$ cat config.mk
export PLATFORM = sky130hd
export DESIGN_NAME = time_keeper
export DESIGN_NICKNAME = d
export VERILOG_FILES = /design/src/rtl/time_keeper.sv
export SDC_FILE = /design/constraint.sdc
export NUM_CORES = 1
export LEC_CHECK = 0
export CAP_MARGIN = 25
export CORE_MARGIN = 4
export CORE_UTILIZATION = 56
export DETAILED_ROUTE_END_ITERATION = 8
export PLACE_DENSITY = 0.94
export SLEW_MARGIN = 20
export SYNTH_ARGS = -nofsm -noshare
export SYNTH_HDL_FRONTEND = slang
export SYNTH_SLANG_ARGS = --single-unit
$ cat constraint.sdc
create_clock -name clk -period 3.2 [get_ports clk]
set_clock_uncertainty 0.2 [all_clocks]
set_input_delay 0.8 -clock clk [delete_from_list [all_inputs] [get_ports clk]]
set_output_delay 0.8 -clock clk [all_outputs]
set_load 0.05 [all_outputs]
$ cat src/rtl/time_keeper.sv
// -----------------------------------------------------------------------------
// time_keeper
//
// Purpose:
//   Time-of-day clock (hh:mm:ss, 24-hour) driven by a prescaler that turns
//   CLK_DIV clk cycles into one second. The time can be loaded at any moment
//   through a set request. Out-of-range set requests are rejected and
//   reported.
//
// Parameters:
//   CLK_DIV      clk cycles per second tick, legal range 2 .. 2**26
//
// Ports:
//   clk          in   1  sole clock, all state updates on the rising edge
//   rst_n        in   1  synchronous active-low reset
//   run          in   1  1 = prescaler and time advance, 0 = both frozen
//   set_valid    in   1  request to load set_hours/set_minutes/set_seconds
//   set_hours    in   5  load value for hours   (accepted when <= 23)
//   set_minutes  in   6  load value for minutes (accepted when <= 59)
//   set_seconds  in   6  load value for seconds (accepted when <= 59)
//   seconds      out  6  current seconds 0..59, registered
//   minutes      out  6  current minutes 0..59, registered
//   hours        out  5  current hours   0..23, registered
//   sec_tick     out  1  one-cycle pulse, aligned with seconds changing
//   day_roll     out  1  one-cycle pulse, aligned with 23:59:59 -> 00:00:00
//   set_err      out  1  one-cycle pulse, cycle after a rejected set request
//
// Set request protocol:
//   set_valid has no ready companion; the block is always able to accept.
//   Every cycle set_valid is high at a rising edge counts as one request and
//   is acted on at that edge: a fully in-range request loads the time and
//   clears the prescaler, an out-of-range request changes nothing and raises
//   set_err for the following cycle. Holding set_valid high therefore reloads
//   (or re-reports) every cycle.
// -----------------------------------------------------------------------------
module time_keeper #(
  parameter int unsigned CLK_DIV = 50000000
) (
  input  logic       clk,
  input  logic       rst_n,
  input  logic       run,
  input  logic       set_valid,
  input  logic [4:0] set_hours,
  input  logic [5:0] set_minutes,
  input  logic [5:0] set_seconds,
  output logic [5:0] seconds,
  output logic [5:0] minutes,
  output logic [4:0] hours,
  output logic       sec_tick,
  output logic       day_roll,
  output logic       set_err
);

  // Prescaler width: enough bits to hold CLK_DIV-1.
  localparam int unsigned PW = (CLK_DIV > 2) ? $clog2(CLK_DIV) : 1;
  localparam logic [PW-1:0] PRESC_MAX = PW'(CLK_DIV - 1);

  localparam logic [5:0] SEC_MAX  = 6'd59;
  localparam logic [5:0] MIN_MAX  = 6'd59;
  localparam logic [4:0] HOUR_MAX = 5'd23;

  // ---------------------------------------------------------------------------
  // State registers
  // ---------------------------------------------------------------------------
  logic [PW-1:0] r_presc;
  logic [5:0]    r_sec;
  logic [5:0]    r_min;
  logic [4:0]    r_hour;
  logic          r_sec_tick;
  logic          r_day_roll;
  logic          r_set_err;

  // ---------------------------------------------------------------------------
  // Combinational next-state
  // ---------------------------------------------------------------------------
  logic          w_tick;
  logic          w_set_in_range;
  logic          w_set_ok;
  logic          w_set_bad;
  logic [PW-1:0] w_presc_nxt;
  logic [5:0]    w_sec_nxt;
  logic [5:0]    w_min_nxt;
  logic [4:0]    w_hour_nxt;
  logic          w_sec_tick_nxt;
  logic          w_day_roll_nxt;

  assign w_tick         = run && (r_presc == PRESC_MAX);
  assign w_set_in_range = (set_hours   <= HOUR_MAX) &&
                          (set_minutes <= MIN_MAX)  &&
                          (set_seconds <= SEC_MAX);
  assign w_set_ok       = set_valid && w_set_in_range;
  assign w_set_bad      = set_valid && !w_set_in_range;

  // Prescaler: cleared by an accepted set, wraps on tick, counts while run,
  // otherwise holds. Using >= for the wrap keeps the counter inside its range
  // even if it ever held a value past PRESC_MAX.
  always_comb begin
    w_presc_nxt = r_presc;
    if (w_set_ok) begin
      w_presc_nxt = '0;
    end else if (run) begin
      if (r_presc >= PRESC_MAX) begin
        w_presc_nxt = '0;
      end else begin
        w_presc_nxt = r_presc + 1'b1;
      end
    end
  end

  // Time counters: the whole seconds->minutes->hours carry chain is resolved
  // combinationally so the registered outputs jump straight to the final
  // value on the tick edge. An accepted set wins over a coincident tick and
  // suppresses both pulses for that edge.
  always_comb begin
    w_sec_nxt      = r_sec;
    w_min_nxt      = r_min;
    w_hour_nxt     = r_hour;
    w_sec_tick_nxt = 1'b0;
    w_day_roll_nxt = 1'b0;
    if (w_set_ok) begin
      w_sec_nxt  = set_seconds;
      w_min_nxt  = set_minutes;
      w_hour_nxt = set_hours;
    end else if (w_tick) begin
      w_sec_tick_nxt = 1'b1;
      if (r_sec >= SEC_MAX) begin
        w_sec_nxt = 6'd0;
        if (r_min >= MIN_MAX) begin
          w_min_nxt = 6'd0;
          if (r_hour >= HOUR_MAX) begin
            w_hour_nxt     = 5'd0;
            w_day_roll_nxt = 1'b1;
          end else begin
            w_hour_nxt = r_hour + 5'd1;
          end
        end else begin
          w_min_nxt = r_min + 6'd1;
        end
      end else begin
        w_sec_nxt = r_sec + 6'd1;
      end
    end
  end

  // ---------------------------------------------------------------------------
  // Sequential update; reset overrides any set request or tick.
  // ---------------------------------------------------------------------------
  always_ff @(posedge clk) begin
    if (!rst_n) begin
      r_presc    <= '0;
      r_sec      <= 6'd0;
      r_min      <= 6'd0;
      r_hour     <= 5'd0;
      r_sec_tick <= 1'b0;
      r_day_roll <= 1'b0;
      r_set_err  <= 1'b0;
    end else begin
      r_presc    <= w_presc_nxt;
      r_sec      <= w_sec_nxt;
      r_min      <= w_min_nxt;
      r_hour     <= w_hour_nxt;
      r_sec_tick <= w_sec_tick_nxt;
      r_day_roll <= w_day_roll_nxt;
      r_set_err  <= w_set_bad;
    end
  end

  assign seconds  = r_sec;
  assign minutes  = r_min;
  assign hours    = r_hour;
  assign sec_tick = r_sec_tick;
  assign day_roll = r_day_roll;
  assign set_err  = r_set_err;

endmodule
# Word level (Yosys, flattened, before mapping)
# Cells that the tools add are included.
# totals
out_inout_bits	20
input_bits	21
wordCells	51
ff_bits	46
# op_classes
n_eq_ne	1
n_addsub	4
n_lt_le_gt_ge	7
n_reduce_logical	13
muxes	15
n_bitwise	4
# op_table
cell	count
$mux 6	7
$add 26x1->26 const B	1
$eq 26x26->1 const B	1
$ge 26x26->1 const B	1
$mux 26	1
$mux 5	5
$add 6x1->6 const B	2
$ge 6x6->1 const B	2
$le 6x6->1 const B	2
$reduce_bool 2->1	3
$add 5x1->5 const B	1
$ge 5x5->1 const B	1
$le 5x5->1 const B	1
$logic_and 1x1->1	5
$reduce_or 5->1	1
$not 1->1	4
$reduce_and 3->1	1
$mux 1	2
$reduce_and 2->1	1
$reduce_or 2->1	1
$logic_not 1->1	1

# Depth between registers and ports, before layout
# Gate-level depths: netlist of the first run.
# logic_depth
ltp_word	6
mapped_depth	7
mapped_depth_nobuf	6

# Worst setup path after synthesis of the first run
# Ideal clock, no wire load.
# synth_timing
kind	flip-flop to flip-flop
startpoint	register r_min[0], in the netlist minutes[0]
endpoint	register r_hour[2], in the netlist hours[2]
required_ns	2.926
arrival_ns	2.197
path_slack_ns	0.728
path_stages_with_launch	7
cell_sequence	dfxtp_1 ha_1 o2111ai_1 nor2_2 nand4_4 or4b_1 a31oi_1
# synth_via
elab_chain_len	3
# synth_lines
element	line	text
start, declared	67	logic [5:0] r_min;
start signal, assigned	160	r_min <= w_min_nxt;
$ge 6x6->1	128	if (r_min >= MIN_MAX) begin
$reduce_bool 2->1 (no line)	n/a	
$reduce_and 3->1 (no line)	n/a	
end signal, assigned	161	r_hour <= w_hour_nxt;
end, declared	68	logic [4:0] r_hour;
# No other way between the ends.
# A chain may end at the register's enable or synchronous reset.

# Worst setup path after layout of the first run
# layout_timing
startpoint	register r_min[2], in the netlist minutes[2]
endpoint	output minutes[2]
# layout_rtl
element	line	text
end, declared	47	output logic [5:0] minutes,
# No word-level cell between the ends.

==> metrics.md, run 1 <==
| Metric | Value |
|---|---|
| Outcome | `finished, final reports clean` |
| Comb pwr share | `between 10% and 20%` |
| CORE AREA | `4120 um2` |
| FF+latch count, synth | `46` |
| Mapped cell area | `2440 um2` |
| Yosys warning total | `0` |
| Nets | `355` |
| Internal power | `around 0.85 mW` |
| GRT Residual Overflow | `0` |
| Initial DRC count | `~250` |
| Post-synthesis mux area share | `less than 1%` |
| Largest family of logic cells by synthesized area | `simple AND/OR/NAND/NOR gates` |
| Pwr Density | `about 400 nW/um2` |
| Yosys top cell area share | `37.7%` |
| Total clock sinks | `46` |
| Setup TNS | `0 ns` |
| CTS root buffer | `clkbuf_8` |
| Avg Inst Size Synth | `between 8 and 9 um2` |
| WP data required | `roughly 2.2 ns` |
| Sw Ratio | `between 20% and 30%` |
| F_max | `approximately 370 MHz` |
| Clock Power Share | `31.0%` |
| Sequential Power Share | `between 50% and 60%` |
| Max VDD drop | `between 0.0002 and 0.0003 V` |
| Chip width | `around 74 um` |
| WHS | `approximately 0.31 ns` |
| Drt drc | `0` |
| Final period util | `between 80% and 90%` |
| Sw power | `roughly 0.35 mW` |
| CTS tree | `done` |
| RSZ-0062 raised after global routing | `false` |
| Post-synth cell types | `50` |
| Initial core utilization | `around three fifths` |
| Crit path kind | `reg2out` |
| Max-slew headroom | `around 66%` |
| I/O pins | `41` |
| Slowest cell delay on critical path | `~0.87 ns` |
| Hold Crit Class | `reg2reg` |
| Setup Viol. Count Final | `0` |
| Async S/R FF share, synth | `0%` |
| Type of element capturing the critical path | `output pin` |
| Tot GR Track Use | `between 20% and 30%` |
| HPWL after detailed placement | `4130 um` |
| Post-route ant nets | `0` |
| CP Cell Sequence | `clkdlybuf4s50_1` |
| Final Max Slew Viols | `0` |
| Vias in the first global route | `2216` |
| Final Hold Violating Endpoints | `0` |
| Register area share after synthesis | `a little under two fifths` |
| DR vias | `2345` |
| Crit-path slowest cell | `clkdlybuf4s50_1` |
| Largest net degree at the start of global routing | `26` |
| 1st-pass router iterations | `4` |
| Port bufs | `40` |
| DR WL/cell | `~16 um` |
| Startpoint Class | `flop` |
| Post-CTS Resized | `0` |
| Die Ht | `around 74 um` |
| Clk buf depth | `2` |
| Diode count | `0` |
| Tmin final | `about 2.7 ns` |
| Crit-path max FO | `9` |
| Area Overhead vs Synth | `22.1%` |
| Postcts setup bufs | `0` |
| Synth top area cells | `dfxtp_1 (38%), xor2_1 (6.1%), nor2_1 (5.2%), nand2_1 (4.6%), o21ai_0 (4.3%)` |
| Synth Area in Adders | `slightly above 2%` |
| Synth Instances | `288` |
| Mapped Nets | `between 300 and 400` |
| CTS H-tree depth | `2` |
| Worst skew pair latency | `0.31 ns` |
| Via-per-instance ratio | `6.15` |
| Crit path buffers/inverters | `1` |
| Compound-gate portion of the synthesized area | `between 15 and 20%` |
| Area leader, netlist | `dfxtp_1` |
| Antenna violations before repair | `0` |
| Total wire length | `between 6000 and 7000 um` |
| Hold Buf Count CTS | `0` |
| Delay-heaviest family, CP | `buffers and inverters` |
| Post-Synth XOR/XNOR Area | `9.69%` |
| Maxcap violations | `0` |
| Number of buffers created by CTS | `5` |
| Worst-path clk slew | `about 0.080 ns` |
| EDFF count, synth | `0` |
| Critical path arrival | `~1.7 ns` |
| Die area | `approximately 5500 um2` |
| Layout cells sized above 1 | `about 8.5%` |
| Gpl congestion | `roughly 0.84` |
| Site Rows | `23` |
| Synth Flop Type | `dfxtp_1` |
| Simple-gate portion of the synthesized area | `29.5%` |
| First-pass GRT wire length | `between 9000 and 10000 um` |
| LEAKAGE | `between 1 and 1.5 nW` |
| Slew of the pin with the lowest slew margin | `0.512 ns` |
## cells in the final DEF (no fill, tap or decap), types with 10 or more instances in the layout
master / count
dfxtp_1: 46
xor2_1: 17
xnor2_1: 10
nand3_1: 14
nand2_1: 30
nor2_1: 34
o21ai_0: 21
clkdlybuf4s50_1: 40
a31oi_1: 11
nand4_1: 15
## sequential cells by signal, summed over array words and instances (netlist names)
signal	cells
hours	5
sec_tick	1
minutes	6
seconds	6
r_presc	26
set_err	1
day_roll	1
## per-layer routing
metal | GRT usage [%] | part of all wire, %
met5 | 0 | 0
met4 | 10.3 | 2.3
met3 | 5.41 | 4.9
met2 | 38.8 | 50
met1 | 28.3 | 43
## per-stage QoR
stage,setup slack [ns],util [%],power [mW],area (um2),std cells
final,0.519,72.4,1.20,2980,381
after global routing,0.447,72.4,1.23,2980,381
after CTS,0.530,72.4,1.20,2980,381
after detailed placement,0.373,70.1,0.834,2890,373
after global placement,0.428,70.1,0.828,2890,373
after floorplan,0.728,-,0.752,2440,288
## cell usage after synthesis (2+ instances only)
cell type / instances
nand3_1: 14
dfxtp_1: 46
o211a_1: 2
buf_2: 4
o21ai_0: 21
nor3_1: 3
nand2_1: 30
buf_6: 2
xnor2_1: 10
o211ai_1: 5
or3_1: 7
ha_1: 4
and3_2: 2
a31oi_1: 11
mux2i_1: 2
xor2_1: 17
nand4_1: 15
inv_1: 4
and3_1: 5
a21oi_1: 6
o2111ai_1: 6
clkbuf_1: 5
nand3_2: 2
nor2b_1: 4
nor2_1: 34
and2_1: 3
## power groups by stage
stage | clock network [mW] | logic, mW | registers [mW]
2_1_floorplan | 0 | 0.0704 | 0.682
3_5_place_dp | 0 | 0.204 | 0.630
6_report | 0.371 | 0.207 | 0.619
4_1_cts | 0.370 | 0.206 | 0.619
3_3_place_gp | 0 | 0.199 | 0.629
5_1_grt | 0.390 | 0.221 | 0.623
## layout make-up
class	instances	area [um2]
inverter	4	15.0
timing repair buffer	47	453
clock inverter	1	5.00
fill	304	1140
sequential	46	921
clock buffer	7	86.3
multi-input combinational	226	1440
tap	50	62.6
## final timing paths
check / from / end / slack [ns] / cells after the start
worst max-delay path: minutes[2] / minutes[2] / 0.52 / 1
worst min-delay path: r_presc[1] / r_presc[1] / 0.31 / 2
worst max register to register: minutes[0] / hours[2] / 0.87 / 6
worst min register to register: r_presc[1] / r_presc[1] / 0.31 / 2
## kinds of logic (layout without fill, tap and decap cells)
family          after synthesis  in the layout
compound gates               60             60
xor+xnor                     27             27
fa+ha+maj                     4              4
buf+inv                      16             59
flops                        46             46
mux                           2              2
simple gates                133            133
No activity file was read; power rests on OpenSTA's default activity.
==> inputs of run 2 (changes only) <==
CORE_UTILIZATION = 53   (was 56)
PLACE_DENSITY = 0.9   (was 0.94)
clock period = 2.5 ns   (was 3.2 ns; I/O delays follow)
==> metrics.md, run 2 (same netlist as run 1, synthesis figures left out) <==
| Metric | Value |
|---|---|
| Total clock sinks | `46 (unchanged)` |
| CTS H-tree depth | `2 (unchanged)` |
| CP Cell Sequence | `clkdlybuf4s50_1 (unchanged)` |
| WP data required | `1.67 ns (was 2.20 ns)` |
| FF-to-FF path depth | `7 (was 6)` |
| Crit-path max FO | `7 (was 9)` |
| Max-slew headroom | `65.1% (was 65.8%)` |
| Vias in the first global route | `2277 (was 2216)` |
| F_max | `408 MHz` |
| Total wire length | `6090 um (was 6050 um)` |
| Final period util | `a little over nine tenths` |
| Number of buffers created by CTS | `5 (unchanged)` |
| DR WL/cell | `15.4 um (was 15.9 um)` |
| GRT Residual Overflow | `0 (unchanged)` |
| Crit-path slowest cell | `clkdlybuf4s50_1 (unchanged)` |
| Final Max Slew Viols | `0 (unchanged)` |
| Die Ht | `75.9 um (was 74.0 um)` |
| HPWL after detailed placement | `4290 um (was 4130 um)` |
| Chip width | `75.9 um (was 74.0 um)` |
| Delay-heaviest family, CP | `buffers and inverters (unchanged)` |
| Antenna violations before repair | `0 (unchanged)` |
| Setup Viol. Count Final | `0 (unchanged)` |
| Reg-to-Reg End | `minutes[1] (was hours[2])` |
| Maxcap violations | `0 (unchanged)` |
| I/O pins | `41 (unchanged)` |
| Reg with most FFs | `r_presc (unchanged)` |
| Gpl congestion | `0.873 (was 0.841)` |
| 1st-pass router iterations | `5 (was 4)` |
| Diode count | `0 (unchanged)` |
| Max VDD drop | `0.000344 V (was 0.000258 V)` |
| CTS tree | `done (unchanged)` |
| Site Rows | `24 (was 23)` |
| Type of element capturing the critical path | `output pin (unchanged)` |
| Tot GR Track Use | `21.5% (was 23.1%)` |
| Initial DRC count | `204 (was 252)` |
| Worst-path clk slew | `0.08 ns (about the same)` |
| Worst r2r src | `r_presc[0] (was minutes[0])` |
| Layout cells sized above 1 | `12.0% (was 8.46%)` |
| Critical path arrival | `1.62 ns (was 1.68 ns)` |
| Clk buf depth | `2 (unchanged)` |
| Worst skew pair latency | `0.30 ns (was 0.31 ns)` |
| Worst Hold Path EP | `r_presc[23] (was r_presc[1])` |
| Slew of the pin with the lowest slew margin | `0.522 ns (was 0.512 ns)` |
| CTS root buffer | `clkbuf_8 (unchanged)` |
| Drt drc | `0 (unchanged)` |
| Design Power | `1.59 mW (was 1.20 mW)` |
| Commonest non-fill, non-tap cells in the layout | `dfxtp_1 (46), clkdlybuf4s50_1 (38), nor2_1 (34) (was dfxtp_1 (46), clkdlybuf4s50_1 (40), nor2_1 (34))` |
| Nets | `366 (was 355)` |
| Flop-to-flop setup slack | `0.22 ns (was 0.87 ns)` |
| Pwr Density | `514 nW/um2 (was 402 nW/um2)` |
| Most common cell after layout, fill and taps aside | `dfxtp_1 (unchanged)` |
| Crit path kind | `reg2out (unchanged)` |
| Post-route ant nets | `0 (unchanged)` |
| Startpoint Class | `flop (unchanged)` |
| Initial core utilization | `55.3% (was 59.3%)` |
| Crit path buffers/inverters | `1 (unchanged)` |
| WHS | `0.302 ns (was 0.307 ns)` |
| Largest net degree at the start of global routing | `26 (unchanged)` |
| Hold depth | `2 (unchanged)` |
| LEAKAGE | `1.16 nW (was 1.08 nW)` |
| Fin util | `70.1% (was 72.4%)` |
| Slowest cell delay on critical path | `0.86 ns (was 0.87 ns)` |
| Final Hold Violating Endpoints | `0 (unchanged)` |
| First-pass GRT wire length | `9690 um (was 9990 um)` |
| Hold Crit Class | `reg2reg (unchanged)` |
| Via-per-instance ratio | `6.07 (was 6.15)` |
| Max FFs per register | `26 (unchanged)` |
| RSZ-0062 raised after global routing | `false (unchanged)` |
| Port bufs | `40 (unchanged)` |
| Outcome | `finished, final reports clean (unchanged)` |
| CORE AREA | `4410 um2 (was 4120 um2)` |
| Die area | `5750 um2 (was 5480 um2)` |
| Area Overhead vs Synth | `26.8% (was 22.1%)` |
| DR vias | `2391 (was 2345)` |
| Min-delay src | `r_presc[23] (was r_presc[1])` |
| Tmin final | `2.45 ns` |
## run 2: stage by stage
| step | worst slack [ns] | instance area [um2] | setup TNS [ns] | instances |
|---|---|---|---|---|
| after global routing | 0.0122 | 3090 | 0 | 394 |
| after CTS | 0.0475 | 3090 | 0 | 394 |
| final | 0.0507 | 3090 | 0 | 394 |
| after detailed placement | -0.0415 | 2980 | -0.0461 | 386 |
| after floorplan | 0.0282 | 2440 | 0 | 288 |
| after global placement | 0.0453 | 2980 | 0 | 386 |
## run 2: worst max path at each step
stage / from / to / slack, ns / cells past startpoint
global placement: run / hours[2] / 0.05 / 5
detailed placement: run / hours[2] / -0.04 / 5
CTS: seconds[2] / seconds[2] / 0.05 / 1
finish: hours[2] / hours[2] / 0.05 / 1
global route: seconds[3] / seconds[3] / 0.01 / 1
floorplan: minutes[0] / hours[2] / 0.03 / 6
## run 2: where the power goes
part	switching (mW)	internal (mW)	total (mW)
Clock	0.251	0.279	0.530
Sequential	0.0335	0.756	0.789
Combinational	0.161	0.111	0.272
## run 2: what timing repair did
action                     4_1_cts  5_1_grt
gates resized for setup          0        1
setup endpoints to repair        0        1
hold buffers                     0        0
setup buffers                    0        0
## run 2: routing by layer
| metal | up-vias | global-route usage (%) | routed length, um |
|---|---|---|---|
| met4 | 0 | 6.60 | 61 |
| li1 | 1159 | - | - |
| met2 | 89 | 35.6 | 2980 |
| met1 | 1135 | 28.1 | 2680 |
| met3 | 8 | 4.22 | 362 |
| met5 | - | 0 | 0 |
## run 2: area by class of cell
type	count	area [um2]
clock buffer	8	110
fill	331	1320
multi-input combinational	226	1440
tap	52	65.1
inverter	4	15.0
timing repair buffer	58	548
sequential	46	921
